--- src/rtl/gpu_pkg.sv ---
// Shared definitions for the text RAM clear/scroll engine: geometry, IO
// register map, command encodings, FSM state type and a row-address helper.
package gpu_pkg;

  localparam int unsigned ADDR_W     = 12;
  localparam int unsigned DATA_W     = 8;
  localparam int unsigned TEXT_COLS  = 80;
  localparam int unsigned TEXT_ROWS  = 30;
  localparam int unsigned TEXT_CELLS = TEXT_COLS * TEXT_ROWS;

  localparam logic [ADDR_W-1:0] CTRL_ADDR = 12'h081;
  localparam logic [ADDR_W-1:0] FILL_ADDR = 12'h082;
  localparam logic [ADDR_W-1:0] ROW_ADDR  = 12'h083;

  localparam logic [1:0] CMD_NONE    = 2'b00;
  localparam logic [1:0] CMD_CLEAR   = 2'b01;
  localparam logic [1:0] CMD_SCROLL  = 2'b10;
  localparam logic [1:0] CMD_FILLROW = 2'b11;

  localparam logic [ADDR_W-1:0] LAST_CELL = ADDR_W'(TEXT_CELLS - 1);
  localparam logic [ADDR_W-1:0] LAST_COPY = ADDR_W'(TEXT_CELLS - TEXT_COLS - 1);
  localparam logic [ADDR_W-1:0] FIRST_SRC = ADDR_W'(TEXT_COLS);

  typedef enum logic [2:0] {
    S_IDLE,
    S_CLEAR,
    S_COPY,
    S_FILL,
    S_DONE
  } state_e;

  // First cell address of a text row.
  function automatic logic [ADDR_W-1:0] row_base(input logic [4:0] row);
    return ADDR_W'(row) * ADDR_W'(TEXT_COLS);
  endfunction

endpackage

--- src/rtl/text_wr_arbiter.sv ---
// Text RAM write-port arbiter: CPU glyph writes inside the screen always win
// and stall the engine; a one-entry hold register keeps copy read data that
// returned during a stall so it can be written on the next free cycle.
// Ports: clk/rst; v_w_en, cpu_addr, cpu_data (CPU side); eng_wr_* (engine
// request); rd_valid/rd_data (engine read return); stall_c, copy_avail_c,
// copy_data_c (to engine); mem_wr_* (text RAM write port, combinational).
module text_wr_arbiter
  import gpu_pkg::*;
(
  input  logic              clk,
  input  logic              rst,
  input  logic              v_w_en,
  input  logic [ADDR_W-1:0] cpu_addr,
  input  logic [DATA_W-1:0] cpu_data,
  input  logic              eng_wr_en,
  input  logic [ADDR_W-1:0] eng_wr_addr,
  input  logic [DATA_W-1:0] eng_wr_data,
  input  logic              rd_valid,
  input  logic [DATA_W-1:0] rd_data,
  output logic              stall_c,
  output logic              copy_avail_c,
  output logic [DATA_W-1:0] copy_data_c,
  output logic [ADDR_W-1:0] mem_wr_addr,
  output logic [DATA_W-1:0] mem_wr_data,
  output logic              mem_wr_en
);

  logic              hold_valid_q, hold_valid_d;
  logic [DATA_W-1:0] hold_data_q, hold_data_d;

  assign stall_c      = v_w_en && (cpu_addr < ADDR_W'(TEXT_CELLS));
  assign copy_avail_c = hold_valid_q || rd_valid;
  assign copy_data_c  = hold_valid_q ? hold_data_q : rd_data;

  assign mem_wr_en   = stall_c || eng_wr_en;
  assign mem_wr_addr = stall_c ? cpu_addr : eng_wr_addr;
  assign mem_wr_data = stall_c ? cpu_data : eng_wr_data;

  // Capture returning read data when stalled; release once it is written.
  // A read is never issued while stalled, so hold and rd_valid never overlap.
  always_comb begin
    hold_valid_d = hold_valid_q;
    hold_data_d  = hold_data_q;
    if (stall_c && rd_valid) begin
      hold_valid_d = 1'b1;
      hold_data_d  = rd_data;
    end else if (!stall_c && hold_valid_q) begin
      hold_valid_d = 1'b0;
    end
  end

  always_ff @(posedge clk or posedge rst) begin
    if (rst) begin
      hold_valid_q <= 1'b0;
      hold_data_q  <= '0;
    end else begin
      hold_valid_q <= hold_valid_d;
      hold_data_q  <= hold_data_d;
    end
  end

endmodule

--- src/rtl/text_ram_engine.sv ---
// Clear/scroll engine for the 80x30 text RAM. Decodes the control, fill and
// (optional) row registers, sequences CLEAR / SCROLL (COPY+FILL) / FILL_ROW
// and raises done_interrupt_flag on completion when enabled.
// Optional feature macro: TEXT_ENGINE_ROWFILL_EN adds the row register at
// CTRL_ADDR+2 and command 11 (fill one row).
// Ports: clk, rst; CPU bus address/din/v_w_en/io_w_en/io_r_en; dout (IO read
// data); mem_wr_* text RAM write port; mem_rd_* engine read port with
// mem_rd_data one cycle after mem_rd_en; done_interrupt_flag and its _clr.
module text_ram_engine
  import gpu_pkg::*;
(
  input  logic              clk,
  input  logic              rst,
  input  logic [ADDR_W-1:0] address,
  input  logic [DATA_W-1:0] din,
  input  logic              v_w_en,
  input  logic              io_w_en,
  input  logic              io_r_en,
  output logic [DATA_W-1:0] dout,
  output logic [ADDR_W-1:0] mem_wr_addr,
  output logic [DATA_W-1:0] mem_wr_data,
  output logic              mem_wr_en,
  output logic [ADDR_W-1:0] mem_rd_addr,
  output logic              mem_rd_en,
  input  logic [DATA_W-1:0] mem_rd_data,
  output logic              done_interrupt_flag,
  input  logic              done_interrupt_flag_clr
);

  state_e            state_q, state_d;
  logic [ADDR_W-1:0] cnt_q, cnt_d, end_q, end_d, rd_q, rd_d;
  logic              rd_busy_q, rd_busy_d, pend_q, pend_d;
  logic [DATA_W-1:0] fill_q, fill_d, fill_lat_q, fill_lat_d, dout_q, dout_d;
  logic              irq_en_q, irq_en_d, flag_q, flag_d, drop_q, drop_d;
`ifdef TEXT_ENGINE_ROWFILL_EN
  logic [DATA_W-1:0] row_q, row_d;
`endif

  logic              ctrl_wr_c, busy_c, cmd_drop_c, done_c, rd_en_c;
  logic              eng_we_c, stall_c, copy_avail_c;
  logic [ADDR_W-1:0] eng_addr_c;
  logic [DATA_W-1:0] eng_data_c, copy_data_c;

  assign ctrl_wr_c = io_w_en && (address == CTRL_ADDR);
  assign busy_c    = (state_q == S_CLEAR) || (state_q == S_COPY) || (state_q == S_FILL);

  text_wr_arbiter u_arb (
    .clk          (clk),
    .rst          (rst),
    .v_w_en       (v_w_en),
    .cpu_addr     (address),
    .cpu_data     (din),
    .eng_wr_en    (eng_we_c),
    .eng_wr_addr  (eng_addr_c),
    .eng_wr_data  (eng_data_c),
    .rd_valid     (pend_q),
    .rd_data      (mem_rd_data),
    .stall_c      (stall_c),
    .copy_avail_c (copy_avail_c),
    .copy_data_c  (copy_data_c),
    .mem_wr_addr  (mem_wr_addr),
    .mem_wr_data  (mem_wr_data),
    .mem_wr_en    (mem_wr_en)
  );

  // Sequencer: command acceptance, write/read pointers, engine requests.
  always_comb begin
    state_d    = state_q;
    cnt_d      = cnt_q;
    end_d      = end_q;
    rd_d       = rd_q;
    rd_busy_d  = rd_busy_q;
    fill_lat_d = fill_lat_q;
    pend_d     = 1'b0;
    rd_en_c    = 1'b0;
    eng_we_c   = 1'b0;
    eng_addr_c = cnt_q;
    eng_data_c = fill_lat_q;
    done_c     = 1'b0;
    cmd_drop_c = 1'b0;

    case (state_q)
      S_IDLE: begin
        if (ctrl_wr_c) begin
          case (din[1:0])
            CMD_CLEAR: begin
              state_d    = S_CLEAR;
              cnt_d      = '0;
              end_d      = LAST_CELL;
              fill_lat_d = fill_q;
            end
            CMD_SCROLL: begin
              state_d    = S_COPY;
              cnt_d      = '0;
              end_d      = LAST_CELL;
              rd_d       = FIRST_SRC;
              rd_busy_d  = 1'b1;
              fill_lat_d = fill_q;
            end
            CMD_FILLROW: begin
`ifdef TEXT_ENGINE_ROWFILL_EN
              if (row_q < DATA_W'(TEXT_ROWS)) begin
                state_d    = S_FILL;
                cnt_d      = row_base(row_q[4:0]);
                end_d      = row_base(row_q[4:0]) + ADDR_W'(TEXT_COLS - 1);
                fill_lat_d = fill_q;
              end else begin
                cmd_drop_c = 1'b1;
              end
`endif
            end
            default: ;
          endcase
        end
      end
      S_CLEAR, S_FILL: begin
        eng_we_c = 1'b1;
        if (!stall_c) begin
          if (cnt_q == end_q) state_d = S_DONE;
          else                cnt_d   = cnt_q + ADDR_W'(1);
        end
      end
      S_COPY: begin
        // Read src at t, write dst = src-80 at t+1 (from hold if stalled).
        rd_en_c  = rd_busy_q && !stall_c;
        pend_d   = rd_en_c;
        if (rd_en_c) begin
          if (rd_q == LAST_CELL) rd_busy_d = 1'b0;
          else                   rd_d      = rd_q + ADDR_W'(1);
        end
        eng_we_c   = copy_avail_c;
        eng_data_c = copy_data_c;
        if (copy_avail_c && !stall_c) begin
          cnt_d = cnt_q + ADDR_W'(1);
          if (cnt_q == LAST_COPY) state_d = S_FILL;
        end
      end
      S_DONE: begin
        state_d = S_IDLE;
        done_c  = 1'b1;
      end
      default: state_d = S_IDLE;
    endcase

    // Commands arriving while the engine is not idle are dropped (sticky).
    if (ctrl_wr_c && (state_q != S_IDLE)) begin
`ifdef TEXT_ENGINE_ROWFILL_EN
      if (din[1:0] != CMD_NONE) cmd_drop_c = 1'b1;
`else
      if ((din[1:0] == CMD_CLEAR) || (din[1:0] == CMD_SCROLL)) cmd_drop_c = 1'b1;
`endif
    end
  end

  // IO registers, completion flag and registered read data.
  always_comb begin
    fill_d   = fill_q;
    irq_en_d = irq_en_q;
    flag_d   = flag_q;
    drop_d   = drop_q;
    dout_d   = dout_q;
`ifdef TEXT_ENGINE_ROWFILL_EN
    row_d    = row_q;
    if (io_w_en && (address == ROW_ADDR)) row_d = din;
`endif
    if (io_w_en && (address == FILL_ADDR)) fill_d = din;

    // Priority: acknowledge > software write > completion.
    if (done_c && irq_en_q) flag_d = 1'b1;
    if (ctrl_wr_c) begin
      flag_d   = din[3];
      irq_en_d = din[2];
    end
    if (done_interrupt_flag_clr) flag_d = 1'b0;

    // A drop in the same cycle as a status read survives the read.
    if (io_r_en && (address == CTRL_ADDR)) drop_d = 1'b0;
    if (cmd_drop_c) drop_d = 1'b1;

    if (io_r_en) begin
      case (address)
        CTRL_ADDR: dout_d = {2'b00, drop_q, 1'b0, flag_q, irq_en_q, 1'b0, busy_c};
        FILL_ADDR: dout_d = fill_q;
`ifdef TEXT_ENGINE_ROWFILL_EN
        ROW_ADDR:  dout_d = row_q;
`endif
        default:   dout_d = '0;
      endcase
    end
  end

  always_ff @(posedge clk or posedge rst) begin
    if (rst) begin
      state_q    <= S_IDLE;
      cnt_q      <= '0;
      end_q      <= '0;
      rd_q       <= '0;
      rd_busy_q  <= 1'b0;
      pend_q     <= 1'b0;
      fill_q     <= 8'h20;
      fill_lat_q <= 8'h20;
      dout_q     <= '0;
      irq_en_q   <= 1'b0;
      flag_q     <= 1'b0;
      drop_q     <= 1'b0;
`ifdef TEXT_ENGINE_ROWFILL_EN
      row_q      <= '0;
`endif
    end else begin
      state_q    <= state_d;
      cnt_q      <= cnt_d;
      end_q      <= end_d;
      rd_q       <= rd_d;
      rd_busy_q  <= rd_busy_d;
      pend_q     <= pend_d;
      fill_q     <= fill_d;
      fill_lat_q <= fill_lat_d;
      dout_q     <= dout_d;
      irq_en_q   <= irq_en_d;
      flag_q     <= flag_d;
      drop_q     <= drop_d;
`ifdef TEXT_ENGINE_ROWFILL_EN
      row_q      <= row_d;
`endif
    end
  end

  assign dout                = dout_q;
  assign done_interrupt_flag = flag_q;
  assign mem_rd_addr         = rd_q;
  assign mem_rd_en           = rd_en_c;

endmodule
--- config.mk ---
export PLATFORM = sky130hd
export DESIGN_NAME = text_ram_engine
export DESIGN_NICKNAME = d
export VERILOG_FILES = /design/src/rtl/gpu_pkg.sv /design/src/rtl/text_wr_arbiter.sv /design/src/rtl/text_ram_engine.sv
export SDC_FILE = /design/constraint.sdc
export NUM_CORES = 1
export LEC_CHECK = 0
export CAP_MARGIN = 20
export CORE_MARGIN = 5
export CORE_UTILIZATION = 55
export CTS_BUF_LIST = sky130_fd_sc_hd__clkbuf_16
export DETAILED_ROUTE_END_ITERATION = 12
export GPL_TIMING_DRIVEN = 0
export PLACE_DENSITY = 0.88
export SLEW_MARGIN = 25
export SYNTH_ARGS = -nofsm -noshare
export SYNTH_HDL_FRONTEND = slang
export SYNTH_SLANG_ARGS = --single-unit
--- constraint.sdc ---
create_clock -name clk -period 4.93 [get_ports clk]
set_input_delay 0.986 -clock clk [delete_from_list [all_inputs] [get_ports clk]]
set_output_delay 0.986 -clock clk [all_outputs]
set_load 0.01 [all_outputs]
==> results of run 1 <==
worst max-delay path by stage:
stage                     startpoint               to  slack [ns]  depth (start not counted)
after floorplan           address[9]   mem_wr_addr[1]        1.94                          6
after global placement    address[5]        mem_wr_en        0.55                          6
after detailed placement  address[5]   mem_wr_addr[7]        0.58                          7
after CTS                 address[5]   mem_wr_addr[3]        0.57                          7
after global routing      address[5]  mem_wr_addr[10]        0.40                          7
final                     address[5]   mem_wr_addr[3]        0.55                          7
cell usage in the layout (no fill, tap or decap), types with 4 or more instances in the layout:
| cell | instances |
|---|---|
| o21ai_0 | 31 |
| o22a_1 | 10 |
| nor3b_1 | 5 |
| a22oi_1 | 4 |
| dfrtp_1 | 64 |
| mux2i_1 | 13 |
| nor3_1 | 7 |
| nand3_1 | 12 |
| inv_1 | 13 |
| clkbuf_16 | 9 |
| nor2_1 | 26 |
| a21oi_1 | 18 |
| nand2_1 | 73 |
| and3_1 | 6 |
| mux2_2 | 25 |
| clkdlybuf4s50_1 | 76 |
| clkbuf_1 | 13 |
| nor4_1 | 5 |
| a31oi_1 | 6 |
worst max-delay path, delay by kind of cell:
family / cells / cell delay, ns
buffers and inverters: 3 / 1.50
AOI/OAI and AO/OA: 2 / 0.71
and+or+nand+nor: 2 / 0.20
sequential cells by signal, indices dropped and copies added (netlist names):
name                 flops
drop_q                   1
cnt_q                   12
state_q                  3
pend_q                   1
dout                     8
rd_busy_q                1
fill_q                   8
u_arb.hold_data_q        8
irq_en_q                 1
done_interrupt_flag      1
mem_rd_addr             12
u_arb.hold_valid_q       1
end_q                    1
fill_lat_q               8
cell families (layout without fill, tap and decap cells):
kind of cell | Yosys count | after routing | synth area share, %
buffers and inverters | 31 | 124 | 3.780
adders and majority gates | 3 | 3 | 1.013
DFF | 66 | 66 | 44.62
and+or+nand+nor | 167 | 167 | 23.62
AOI/OAI and AO/OA | 91 | 91 | 15.86
muxes | 38 | 38 | 11.10
routing by layer:
| metal | GRT usage, % | vias to the layer above | share of wire (%) |
|---|---|---|---|
| met3 | 4.676 | 21 | 5.7 |
| met1 | 30.71 | 1672 | 41 |
| met2 | 42.76 | 118 | 51 |
| li1 | - | 1611 | - |
| met4 | 10.27 | 0 | 2.1 |
| met5 | 0 | - | 0 |
power groups by stage:
stage	clock [W]	sequential [W]	combinational [W]
floorplan	0	0.000631	0.000423
global placement	0	0.000643	0.000645
detailed placement	0	0.000648	0.000663
CTS	0.000743	0.000639	0.000673
global route	0.000767	0.000647	0.000742
finish	0.000737	0.000642	0.000679
layout make-up:
cell class                 count  share of cell area (%)
buffer                        17                   1.775
clock buffer                   9                   4.565
clock inverter                 7                   2.384
inverter                      14                   1.116
multi-input combinational    299                   38.78
sequential                    66                   33.53
tap                           80                   2.029
timing repair buffer          77                   15.83
through the flow:
stage	power (W)	cells	instance area, sq um
3_3_place_gp	0.001289	552	4568
6_report	0.002058	569	4933
3_5_place_dp	0.001312	553	4591
5_1_grt	0.002156	569	4933
4_1_cts	0.002055	569	4933
2_1_floorplan	0.001053	396	3707
==> impl_metrics.ini, run 1 <==
[sta]
slew_violations = 0
hold_viol = 0
layout_setup_ws_ns = 0.5474
clock_skew_ns = 0.006560
min_period_over_period_pct = 88.90
worst_pin_slew_ns = 0.7228
rsz0062_at_grt = no
tns_ns = 0
fin_crit_ns = 4.383
clock.fmax_ghz = 0.2282
setup_violations = 0
whs_ns = 0.5071
maxSlewHeadroom_pct = 51.60

[setup_path]
cp-start-kind = input pin
rrSetupSlack_ns = 2.35
slowest_delay_ns = 0.61
cp.required_ns = 3.94
slowest_stage = o211ai_1
crit_arrival_ns = 3.40
r2r_cells = 6
crit_path_end_kind = output port
crit_chain = clkdlybuf4s50_1 -> a21oi_1 -> o211ai_1 -> clkbuf_1 -> nand2_1 -> nand2_1 -> clkdlybuf4s50_1
cp_max_fo = 10
timing.rr.start = cnt_q[10]
critPathKind = in2out
r2r-end = cnt_q[11]

[grt]
grt_usage_pct = 24.90
grt_pass1_wl_um = 16970
grt_pass1_vias = 3461
antenna_found_initial = 0
gr-total-overflow = 0
grt_max_degree = 35

[logic_synthesis]
syn-instance-count = 396
synth_cell_type_count = 58
post-synth-top-area-cell = dfrtp_1
async_flop_share_pct = 100.0
synthTopCellsByArea = dfrtp_1 (43%), mux2_2 (7.6%), nand2_1 (7.4%), o21ai_0 (4.2%), mux2i_1 (3.5%)
synth_edf_count = 0
ys_ff_latch = 66
synth.top_cell.area_share_pct = 43.20
seq_area_frac_synth_pct = 44.62
syn-num-nets = 433
synthTopCellsByCount = nand2_1 (73), dfrtp_1 (64), o21ai_0 (31)
synth-warning-count = 0
avgSynthCellArea_sq_um = 9.362
yosysMostFrequentCell = nand2_1
synthFlopType = dfrtp_1
syn_area_sq_mm = 0.003707

[routing]
vias_per_cell = 6.014
vias = 3422
wirelength_um = 10250
drt_first_pass_iters = 5
wl_per_cell_um = 18.02
drt_iter0_drc = 253
remaining_drc_errors = 0
antenna_left = 0

[power_and_ir_drop]
switching_share_pct = 33.63
p_leak_nw = 2.157
powerDensity_mw_per_mm2 = 417.1
power_frac_comb_pct = 33.0
power.switching_w = 0.0006920
p_clk_share_pct = 35.8
ir_drop_mv = 0.3430
p_int_w = 0.001366
seq_power_share_pct = 31.2

[cells_and_area]
final_core_util_pct = 73.84
regArea_sq_mm = 0.001654
layout-drive-gt1-share_pct = 12.27
nNetsFinal = 521
num-fill-cells = 447
multiInputGateArea_sq_mm = 0.001913
syn2layout_area_growth_pct = 33.07
antenna_cells = 0

[hold_path]
hold_end = fill_lat_q[3]
hold_path_class = reg2reg
min_from = fill_lat_q[3]
hold_depth = 1

[clock_network]
cts_max_path_buffers = 2
post_cts_buffers = 0
clk_latency_ns = 0.33
cts_tree = built
clkTransAtPathRegs_ns = 0.05
cts_inserted_buffers = 9
ctsHtreeMaxLevel = 3
cts.sinks = 66
postCtsResizedCells = 0
root_buffer = clkbuf_16
cts_hold_buf = 0

[die]
io_pins = 77
fp.dieH_um = 92.10
core-area_sq_mm = 0.006681
row_count = 30
die_width_um = 92.10
start_util_pct = 55.49
dieArea_sq_mm = 0.008482

[placed_design]
gp_congestion = 0.9442
dp_slack_ns = 0.5842
io_buffers = 76
dp_hpwl_um = 7352

[run]
maxCapViolations = 0

[status]
status = complete, no violations
Note: power is estimated with default switching activity, not from simulation.
==> run 2, diff against run 1 <==
--- a/config.mk
+++ b/config.mk
@@ -7,11 +7,11 @@
 export LEC_CHECK = 0
 export CAP_MARGIN = 20
 export CORE_MARGIN = 5
-export CORE_UTILIZATION = 55
+export CORE_UTILIZATION = 47
 export CTS_BUF_LIST = sky130_fd_sc_hd__clkbuf_16
 export DETAILED_ROUTE_END_ITERATION = 12
 export GPL_TIMING_DRIVEN = 0
-export PLACE_DENSITY = 0.88
+export PLACE_DENSITY = 0.8
 export SLEW_MARGIN = 25
 export SYNTH_ARGS = -nofsm -noshare
 export SYNTH_HDL_FRONTEND = slang
==> constraint.sdc (replaced) <==
create_clock -name clk -period 3.95 [get_ports clk]
set_input_delay 0.79 -clock clk [delete_from_list [all_inputs] [get_ports clk]]
set_output_delay 0.79 -clock clk [all_outputs]
set_load 0.01 [all_outputs]
==> run 2 against run 1 <==
Against the previous run:
- clock power is 15% higher
- flip-flop and latch count unchanged
- utilization decreased by 9.2 points
- final area grew 0.68%
- final cell count increased by 4.2%
- routed wire length shrank 1.9%
- critical endpoint unchanged
- clock skew hardly changed
- register-to-register slack got worse by 0.95 ns
- sequential power up 25%
- die area increased by 15%
- clock-buffer cell count did not move
- hold slack got worse by 0.0029 ns
==> impl_metrics.ini, run 2 (synthesis results as in run 1) <==
[status]
status = complete, no violations

[die]
core-area_sq_mm = 0.007687
dieArea_sq_mm = 0.009764
start_util_pct = 48.23
io_pins = 77
fp.dieH_um = 98.82
row_count = 32
die_width_um = 98.82

[sta]
min_period_over_period_pct = 93.38
fin_crit_ns = 3.689
worst_pin_slew_ns = 0.7048
maxSlewHeadroom_pct = 52.58
slew_violations = 0
hold_viol = 0
whs_ns = 0.5041
rsz0062_at_grt = no
setup_violations = 0
clock_skew_ns = 0.006145
clock.fmax_ghz = 0.2711

[run]
maxCapViolations = 0

[setup_path]
rrSetupSlack_ns = 1.40
slowest_delay_ns = 0.54
crit_top_cell = nand2_1
cp-start-kind = input pin
slowest_stage = clkdlybuf4s50_1
critPathKind = in2out
crit_chain = clkdlybuf4s50_1 -> nand2_1 -> o211ai_1 -> clkbuf_1 -> nand2_1 -> nand2_1 -> clkdlybuf4s50_1
crit_arrival_ns = 2.90
r2r_cells = 6
r2r-end = cnt_q[11]
crit_path_end_kind = output port
cp.required_ns = 3.16
crit_family = buffers and inverters
cp_max_fo = 10
timing.rr.start = cnt_q[9]
path_buf_inv = 3

[clock_network]
cts.sinks = 66
cts_tree = built
root_buffer = clkbuf_16
ctsHtreeMaxLevel = 3
clk_latency_ns = 0.33
clkTransAtPathRegs_ns = 0.05
cts_max_path_buffers = 2
cts_inserted_buffers = 9

[routing]
vias = 3417
wl_per_cell_um = 16.96
drt_iter0_drc = 264
remaining_drc_errors = 0
drt_first_pass_iters = 5
wirelength_um = 10060
vias_per_cell = 5.762
antenna_left = 0

[grt]
grt_max_degree = 46
grt_usage_pct = 21.04
grt_pass1_wl_um = 16700
antenna_found_initial = 0
gr-total-overflow = 0
grt_pass1_vias = 3346

[power_and_ir_drop]
switching_share_pct = 34.18
p_clk_share_pct = 34.0
p_int_w = 0.001643
seq_power_share_pct = 32.1
power_frac_comb_pct = 33.9
powerDensity_mw_per_mm2 = 502.6
total_power_w = 0.002496
power.switching_w = 0.0008533
p_leak_nw = 2.166
ir_drop_mv = 0.2773

[cells_and_area]
final_core_util_pct = 64.62
syn2layout_area_growth_pct = 33.99
layout-drive-gt1-share_pct = 13.24
antenna_cells = 0
layout_commonest_cell = clkdlybuf4s50_1
nNetsFinal = 523
mostFrequentLayoutCells = clkdlybuf4s50_1 (76), nand2_1 (73), dfrtp_1 (64)
fin_cells = 593

[hold_path]
min_from = fill_lat_q[4]
hold_depth = 1
hold_end = fill_lat_q[4]
hold_path_class = reg2reg

[placed_design]
io_buffers = 76
dp.cells = 575
dp_hpwl_um = 7507
gp_congestion = 0.8688
run 2: cell count changes in the layout (fill, tap and decap cells not counted), sizes merged:
cell,delta
clkinvlp,+1
buf,+3
bufinv,-1
clkbuf,-1
run 2: worst max-delay path by stage:
stage                startpoint              to  slack [ns]  cells after the start
global route        address[11]       mem_wr_en        0.11                      6
floorplan            address[9]  mem_wr_addr[1]        1.35                      6
CTS                  address[9]  mem_wr_data[3]       0.007                      8
detailed placement   address[5]       mem_wr_en       -0.16                      6
finish              address[11]  mem_wr_addr[3]        0.26                      7
global placement     address[5]       mem_wr_en        -0.1                      6
run 2: area by class of cell:
type / instances / area (sq um)
Buffer: 16 / 87.58
Clock buffer: 9 / 225.2
Clock inverter: 7 / 93.84
Fill cell: 625 / 2720
Inverter: 14 / 55.05
Multi-Input combinational cell: 299 / 1913
Sequential cell: 66 / 1654
Tap cell: 102 / 127.6
Timing Repair Buffer: 80 / 810.8
run 2: per-stage QoR:
stage | area (sq um) | TNS, ns | setup WS [ns]
after global placement | 4596 | -0.5987 | -0.09709
after floorplan | 3707 | 0 | 1.354
after CTS | 4967 | 0 | 0.007136
final | 4967 | 0 | 0.2614
after detailed placement | 4626 | -1.308 | -0.1614
after global routing | 4967 | 0 | 0.1122
run 2: what timing repair did:
| item | 4_1_cts | 5_1_grt |
|---|---|---|
| setup buffers | 3 | 0 |
| pin swaps | 1 | 0 |
| setup endpoints to repair | 10 | 15 |
| hold buffers | 0 | 0 |
| resized for setup | 0 | 6 |
run 2: power by group through the flow:
| stage | Combinational [W] | Sequential, W | Clock, W |
|---|---|---|---|
| 2_1_floorplan | 0.000527 | 0.000787 | 0 |
| 3_3_place_gp | 0.000818 | 0.000806 | 0 |
| 3_5_place_dp | 0.000838 | 0.000809 | 0 |
| 4_1_cts | 0.000847 | 0.000797 | 0.000862 |
| 5_1_grt | 0.000918 | 0.000808 | 0.000900 |
| 6_report | 0.000846 | 0.000802 | 0.000849 |
run 2: layer usage:
metal,vias to the layer above,global-route usage (%),routed length (um)
met5,-,0,0
met4,0,3.992,92
met3,12,5.591,582
met2,112,35.85,5077
met1,1665,27.13,4304
li1,1628,-,-
run 2: worst reg2reg max path: cells and delay by family, from the launching register on:
family	cells	cell delay, ns
DFF	1	0.46
AOI/OAI and AO/OA	2	0.59
buffers and inverters	1	0.49
and+or+nand+nor	3	0.90
